## src/rtl/ha_array_pkg.sv

```systemverilog
// ============================================================================
// Module      : ha_array_pkg
// Description : Shared widths, shifts and FSM state type for the half-adder
//               array accumulator.
// Revision    : 1.0 - initial release
// ============================================================================
`default_nettype none

package ha_array_pkg;

    localparam int HA_T_W       = 9;
    localparam int HA_B_W       = 7;
    localparam int HA_B_SHIFT   = 2;
    localparam int HA_ROW_SHIFT = 2;
    localparam int NUM_ARRAYS   = 4;
    localparam int PROD_W       = 16;
    localparam int ACC_W        = 17;
    localparam int VALUE_W      = HA_T_W + 1;

    typedef enum logic [1:0] {
        IDLE = 2'd0,
        ACC  = 2'd1,
        DONE = 2'd2
    } acc_state_t;

endpackage

`default_nettype wire

```

## src/rtl/ha_array_accumulator_if.sv

```systemverilog
// ============================================================================
// Module      : ha_array_accumulator_if
// Description : Row-set input handshake and product output handshake.
//               ovf is present only when HA_ACC_SAT_EN is defined.
// Revision    : 1.0 - initial release
// ============================================================================
`default_nettype none

interface ha_array_accumulator_if;
    import ha_array_pkg::*;

    logic                in_valid;
    logic                in_ready;
    logic [HA_T_W-1:0]   ha_array_0_t;
    logic [HA_T_W-1:0]   ha_array_1_t;
    logic [HA_T_W-1:0]   ha_array_2_t;
    logic [HA_T_W-1:0]   ha_array_3_t;
    logic [HA_B_W-1:0]   ha_array_0_b;
    logic [HA_B_W-1:0]   ha_array_1_b;
    logic [HA_B_W-1:0]   ha_array_2_b;
    logic [HA_B_W-1:0]   ha_array_3_b;
    logic                out_valid;
    logic                out_ready;
    logic [PROD_W-1:0]   product;
`ifdef HA_ACC_SAT_EN
    logic                ovf;
`endif

    modport master (
        output in_valid,
        output ha_array_0_t, ha_array_1_t, ha_array_2_t, ha_array_3_t,
        output ha_array_0_b, ha_array_1_b, ha_array_2_b, ha_array_3_b,
        output out_ready,
        input  in_ready,
        input  out_valid,
`ifdef HA_ACC_SAT_EN
        input  ovf,
`endif
        input  product
    );

    modport slave (
        input  in_valid,
        input  ha_array_0_t, ha_array_1_t, ha_array_2_t, ha_array_3_t,
        input  ha_array_0_b, ha_array_1_b, ha_array_2_b, ha_array_3_b,
        input  out_ready,
        output in_ready,
        output out_valid,
`ifdef HA_ACC_SAT_EN
        output ovf,
`endif
        output product
    );

endinterface

`default_nettype wire

```

## src/rtl/ha_row_value.sv

```systemverilog
// ============================================================================
// Module      : ha_row_value
// Description : Combinational value of one row pair: t + (b << 2).
// Revision    : 1.0 - initial release
// ============================================================================
`default_nettype none

module ha_row_value
    import ha_array_pkg::*;
(
    input  wire  [HA_T_W-1:0]  row_t,
    input  wire  [HA_B_W-1:0]  row_b,
    output logic [VALUE_W-1:0] row_value
);

    // b[i] carries weight i+2, so b[6] lines up with t[8]
    assign row_value = VALUE_W'(row_t) + (VALUE_W'(row_b) << HA_B_SHIFT);

endmodule

`default_nettype wire

```

## src/rtl/ha_array_accumulator.sv

```systemverilog
// ============================================================================
// Module      : ha_array_accumulator
// Description : Captures one set of half-adder rows and sums them serially,
//               one array per cycle, into a 16-bit product.
//               Optional saturation/overflow flag: define HA_ACC_SAT_EN.
// Revision    : 1.0 - initial release
// ============================================================================
`default_nettype none

module ha_array_accumulator
    import ha_array_pkg::*;
(
    input  wire                   clk,
    input  wire                   rst_n,
    ha_array_accumulator_if.slave bus
);

    acc_state_t          r_state;
    acc_state_t          w_state_next;
    logic                w_load;
    logic                w_add;
    logic                w_done_entry;
    logic                w_done_exit;

    logic [HA_T_W-1:0]   r_t [NUM_ARRAYS];
    logic [HA_B_W-1:0]   r_b [NUM_ARRAYS];
    logic [1:0]          r_idx;
    logic [ACC_W-1:0]    r_acc;
    logic                r_in_ready;
    logic                r_out_valid;
    logic [PROD_W-1:0]   r_product;
`ifdef HA_ACC_SAT_EN
    logic                r_ovf;
`endif

    logic [VALUE_W-1:0]  w_value;
    logic [2:0]          w_shift_amt;
    logic [ACC_W-1:0]    w_acc_next;

    ha_row_value u_row_value (
        .row_t     (r_t[r_idx]),
        .row_b     (r_b[r_idx]),
        .row_value (w_value)
    );

    assign w_shift_amt = 3'(HA_ROW_SHIFT) * {1'b0, r_idx};
    assign w_acc_next  = r_acc + (ACC_W'(w_value) << w_shift_amt);

    always_ff @(posedge clk or negedge rst_n) begin
        if (!rst_n) begin
            r_state <= IDLE;
        end else begin
            r_state <= w_state_next;
        end
    end

    always_comb begin
        w_state_next = r_state;
        w_load       = 1'b0;
        w_add        = 1'b0;
        w_done_entry = 1'b0;
        w_done_exit  = 1'b0;
        case (r_state)
            IDLE: begin
                if (bus.in_valid && r_in_ready) begin
                    w_load       = 1'b1;
                    w_state_next = ACC;
                end
            end
            ACC: begin
                w_add = 1'b1;
                if (r_idx == 2'd3) begin
                    w_done_entry = 1'b1;
                    w_state_next = DONE;
                end
            end
            DONE: begin
                if (bus.out_ready) begin
                    w_done_exit  = 1'b1;
                    w_state_next = IDLE;
                end
            end
            default: w_state_next = IDLE;
        endcase
    end

    always_ff @(posedge clk or negedge rst_n) begin
        if (!rst_n) begin
            for (int k = 0; k < NUM_ARRAYS; k++) begin
                r_t[k] <= '0;
                r_b[k] <= '0;
            end
            r_idx       <= '0;
            r_acc       <= '0;
            r_in_ready  <= 1'b0;
            r_out_valid <= 1'b0;
            r_product   <= '0;
`ifdef HA_ACC_SAT_EN
            r_ovf       <= 1'b0;
`endif
        end else begin
            // Registered from the next state so in_ready stays low through reset
            r_in_ready <= (w_state_next == IDLE);

            if (w_load) begin
                r_t[0] <= bus.ha_array_0_t;
                r_t[1] <= bus.ha_array_1_t;
                r_t[2] <= bus.ha_array_2_t;
                r_t[3] <= bus.ha_array_3_t;
                r_b[0] <= bus.ha_array_0_b;
                r_b[1] <= bus.ha_array_1_b;
                r_b[2] <= bus.ha_array_2_b;
                r_b[3] <= bus.ha_array_3_b;
                r_acc  <= '0;
                r_idx  <= '0;
            end else if (w_add) begin
                r_acc  <= w_acc_next;
                r_idx  <= r_idx + 2'd1;
            end

            // The last add and the product capture share the DONE-entry edge
            if (w_done_entry) begin
                r_out_valid <= 1'b1;
`ifdef HA_ACC_SAT_EN
                r_product   <= w_acc_next[ACC_W-1] ? {PROD_W{1'b1}} : w_acc_next[PROD_W-1:0];
                r_ovf       <= w_acc_next[ACC_W-1];
`else
                r_product   <= w_acc_next[PROD_W-1:0];
`endif
            end else if (w_done_exit) begin
                r_out_valid <= 1'b0;
            end
        end
    end

    assign bus.in_ready  = r_in_ready;
    assign bus.out_valid = r_out_valid;
    assign bus.product   = r_product;
`ifdef HA_ACC_SAT_EN
    assign bus.ovf       = r_ovf;
`endif

endmodule

`default_nettype wire

```

## src/flat_wrapper.sv

```systemverilog
// flat-port wrapper written by rule: the top's interface ports become plain ports
module ha_array_accumulator_flat import ha_array_pkg::*;
  (clk, rst_n, bus_in_valid, bus_ha_array_0_t, bus_ha_array_1_t, bus_ha_array_2_t, bus_ha_array_3_t, bus_ha_array_0_b, bus_ha_array_1_b, bus_ha_array_2_b, bus_ha_array_3_b, bus_out_ready, bus_in_ready, bus_out_valid, bus_product);
  ha_array_accumulator_if bus_i ();
  input  wire clk;
  input  wire rst_n;
  input wire logic [$bits(bus_i.in_valid)-1:0] bus_in_valid;
  input wire logic [$bits(bus_i.ha_array_0_t)-1:0] bus_ha_array_0_t;
  input wire logic [$bits(bus_i.ha_array_1_t)-1:0] bus_ha_array_1_t;
  input wire logic [$bits(bus_i.ha_array_2_t)-1:0] bus_ha_array_2_t;
  input wire logic [$bits(bus_i.ha_array_3_t)-1:0] bus_ha_array_3_t;
  input wire logic [$bits(bus_i.ha_array_0_b)-1:0] bus_ha_array_0_b;
  input wire logic [$bits(bus_i.ha_array_1_b)-1:0] bus_ha_array_1_b;
  input wire logic [$bits(bus_i.ha_array_2_b)-1:0] bus_ha_array_2_b;
  input wire logic [$bits(bus_i.ha_array_3_b)-1:0] bus_ha_array_3_b;
  input wire logic [$bits(bus_i.out_ready)-1:0] bus_out_ready;
  output wire logic [$bits(bus_i.in_ready)-1:0] bus_in_ready;
  output wire logic [$bits(bus_i.out_valid)-1:0] bus_out_valid;
  output wire logic [$bits(bus_i.product)-1:0] bus_product;
  assign bus_i.in_valid = bus_in_valid;
  assign bus_i.ha_array_0_t = bus_ha_array_0_t;
  assign bus_i.ha_array_1_t = bus_ha_array_1_t;
  assign bus_i.ha_array_2_t = bus_ha_array_2_t;
  assign bus_i.ha_array_3_t = bus_ha_array_3_t;
  assign bus_i.ha_array_0_b = bus_ha_array_0_b;
  assign bus_i.ha_array_1_b = bus_ha_array_1_b;
  assign bus_i.ha_array_2_b = bus_ha_array_2_b;
  assign bus_i.ha_array_3_b = bus_ha_array_3_b;
  assign bus_i.out_ready = bus_out_ready;
  assign bus_in_ready = bus_i.in_ready;
  assign bus_out_valid = bus_i.out_valid;
  assign bus_product = bus_i.product;
  ha_array_accumulator u_core (.clk(clk), .rst_n(rst_n), .bus(bus_i));
endmodule
```

## config.mk

```make
export PLATFORM = sky130hd
export DESIGN_NAME = ha_array_accumulator_flat
export DESIGN_NICKNAME = d
export VERILOG_FILES = /design/src/rtl/ha_array_pkg.sv /design/src/rtl/ha_array_accumulator_if.sv /design/src/rtl/ha_row_value.sv /design/src/rtl/ha_array_accumulator.sv /design/src/flat_wrapper.sv
export SDC_FILE = /design/constraint.sdc
export NUM_CORES = 1
export LEC_CHECK = 0
export BUFFER_PORTS_ARGS = -buffer_cell sky130_fd_sc_hd__buf_4
export CORE_MARGIN = 3
export CORE_UTILIZATION = 30
export CTS_BUF_LIST = sky130_fd_sc_hd__clkbuf_16
export CTS_CLUSTER_SIZE = 30
export DETAILED_ROUTE_END_ITERATION = 7
export SLEW_MARGIN = 20
export SYNTH_ARGS = -nofsm -noshare
export SYNTH_HDL_FRONTEND = slang
export SYNTH_SLANG_ARGS = --single-unit
```

## constraint.sdc

```tcl
create_clock -name clk -period 7.2 [get_ports clk]
set_input_delay 1.44 -clock clk [delete_from_list [all_inputs] [get_ports clk]]
set_output_delay 1.44 -clock clk [all_outputs]
set_load 0.005 [all_outputs]
```

==> out/summary.txt <==
Unrepaired setup endpoints after global routing - false
Remaining antenna violation count - 0
Slew Limit Headroom - 0.361
Hold crit path type - register to register
Layout area overhead - 20.8%
Top-Level Pins - 86
IO Port Bufs - 85
Vias - 4,209
Largest net degree at the start of global routing - 83
Period utilisation layout - 0.686
Most frequent cell after synthesis - nand2_1
Peak Freq - 202 MHz
Clock Pin Slew Worst Setup and Hold Paths - 0.07 ns
Final Setup Violations - 0
Final wirelength - 13.0 mm
Top cells by count, synth - nand2_1 (231), dfrtp_1 (102), o21ai_0 (28), a21oi_1 (26), ha_1 (23)
Vias in the first global route - 4,291
Main synth FF type - dfrtp_1
Fin crit period - 4.94 ns
Worst EP arrival - 5.15 ns
Post-CTS Hold Fix Bufs - 0
Area of the die - 19,800 um^2
Crit end category - register
FF+latch area - 2550 um^2
Syn Inst Count - 605
TNS Setup - 0 ns
Post-synthesis sequential area ratio - 0.469
Core area - 17,500 um^2
Initial Util - 0.310
Final-report max-slew violation count - 0
Worst path most repeated cell - a21oi_1
N_diodes - 0
Multi-input logic area - 2730 um^2
WP data required - 7.40 ns
Clk sinks - 102
CP startpoint - u_core.r_idx[0]
Total grt overflow - 0
Initial antenna violation count - 0
Worst setup path category - register to register
DR iter-0 viols - 197
Element type at the critical path start - register
Syn_area_per_cell - 8.99 um^2
Slowest CP cell - dfrtp_1
Post-CTS Setup Bufs - 0
Post-Syn Area - 5440 um^2
Worst-Skew Late Latency - 0.36 ns
Final Hold Viols - 0
Worst reg-to-reg path cell count - 18
Setup slack, reg-to-reg - 2.26 ns
FF-to-FF Start - u_core.r_idx[0]
Ys Warns - 0
EDFF count, synth - 0
# DRC - 0
Crit path max fanout - 29
Cell variety after synth - 49
CTS max path bufs - 2
Dpl hpwl - 9.46 mm
# fillers - 1,780
FFs w/ async S/R, synth - 1.00
Top-area cell type share of the netlist area - 0.469
Die Y - 141 um
Max-cap violations - 0
Synth area leaders - dfrtp_1 (47%), nand2_1 (16%), mux4_2 (5.8%)
Layout cell share with drive strength beyond 1 - 0.193
Routability cong. - 0.814
Worst Tran Pin Value - 0.958 ns
Max stage delay on crit path - 0.61 ns
Yosys reg bits - 102
CTS Buf Count - 9
Hold path depth - 2
Wire length per cell - 14.4 um
Area leader, netlist - dfrtp_1
Setup Skew - 0.00745 ns
Tot GR Track Use - 0.135
Outcome - finished clean
Via density - 4.66
Nets - 766
DR pass1 iterations - 4
CTS tree - built
Post_cts resized - 0
Critical hold path startpoint - u_core.r_t[27]
FP Rows - 48
First-pass GRT wire length - 21.5 mm
Syn_nets - 698
Die W - 141 um
CTS Root Cell - clkbuf_16
H-tree depth - 3
Worst path cell trace - buf_4 -> mux4_2 -> ha_1 -> a21o_1 -> a21oi_1 -> o21bai_1 -> a21oi_1 -> xor2_1 -> mux2i_1 -> mux2_2 -> ha_1 -> a21o_1 -> a21oi_1 -> nor3b_1 -> a21oi_1 -> xnor2_1 -> xnor2_1 -> o21ai_1
-- per-stage QoR --
| stage | setup slack [ns] | util | instance area (um^2) | cells | hold WS [ns] |
|---|---|---|---|---|---|
| after global placement | 2.32 | 0.357 | 6270 | 887 | 0.453 |
| final | 2.26 | 0.375 | 6570 | 903 | 0.474 |
| after detailed placement | 2.26 | 0.357 | 6270 | 887 | 0.462 |
| after floorplan | 2.61 | - | 5440 | 605 | 0.437 |
| after global routing | 1.83 | 0.375 | 6570 | 903 | 0.505 |
| after CTS | 2.22 | 0.374 | 6570 | 903 | 0.479 |
-- layout by cell type, fill, tap and decap left out, types with 10 or more instances in the layout --
master,count
dfrtp_1,102
nor2_1,20
a21oi_1,26
o21ai_1,10
nand2_1,230
o21ai_0,28
ha_1,23
mux4_2,14
xnor2_1,10
buf_4,90
nand3_1,20
-- area by class of cell --
| class | instances | area share |
|---|---|---|
| multi-input combinational | 461 | 0.415 |
| inverter | 9 | 0.00514 |
| clock inverter | 7 | 0.0114 |
| sequential | 102 | 0.389 |
| tap | 225 | 0.0429 |
| clock buffer | 9 | 0.0343 |
| timing repair buffer | 90 | 0.103 |
-- routing by layer --
metal	vias to the layer above	global-route usage	wire (um)
met1	1962	0.184	6190
li1	2170	-	-
met4	0	0.0444	196
met2	65	0.217	6210
met5	-	0	0
met3	12	0.0261	369
-- kinds of logic after synthesis --
logic type | Yosys count | share of synthesized area
adders and majority gates | 25 | 0.0603
buffers and inverters | 42 | 0.0311
and+or+nand+nor | 301 | 0.227
AOI/OAI and AO/OA | 96 | 0.112
muxes | 22 | 0.0732
xor gates and xnor gates | 17 | 0.0274
DFF | 102 | 0.469
-- final timing paths --
kind,to
setup / recovery,u_core.bus.product[15]
hold / removal,u_core.r_t[27]
setup reg to reg,u_core.bus.product[15]
hold reg to reg,u_core.r_t[27]
max in group asynchronous,u_core.r_acc[2]
min in group asynchronous,u_core.bus.in_ready
-- sequential cells by signal, summed over array words and instances, names as in the netlist --
register and cells:
u_core.bus.product 16, u_core.r_idx 2, u_core.r_state 2, u_core.r_acc 16, u_core.bus.out_valid 1, u_core.r_t 36, u_core.r_b 28, u_core.bus.in_ready 1
-- worst max-delay path, delay by kind of cell, from the launching register on --
kind                       cells  cell delay, ns
muxes                          3            0.97
AOI/OAI and AO/OA              8            1.17
xor gates and xnor gates       3            0.69
and+or+nand+nor                1            0.20
buffers and inverters          1            0.44
DFF                            1            0.61
adders and majority gates      2            0.70
Power is not shown: default switching activity piles up to over one toggle a cycle in this logic, so the estimate is an artifact.
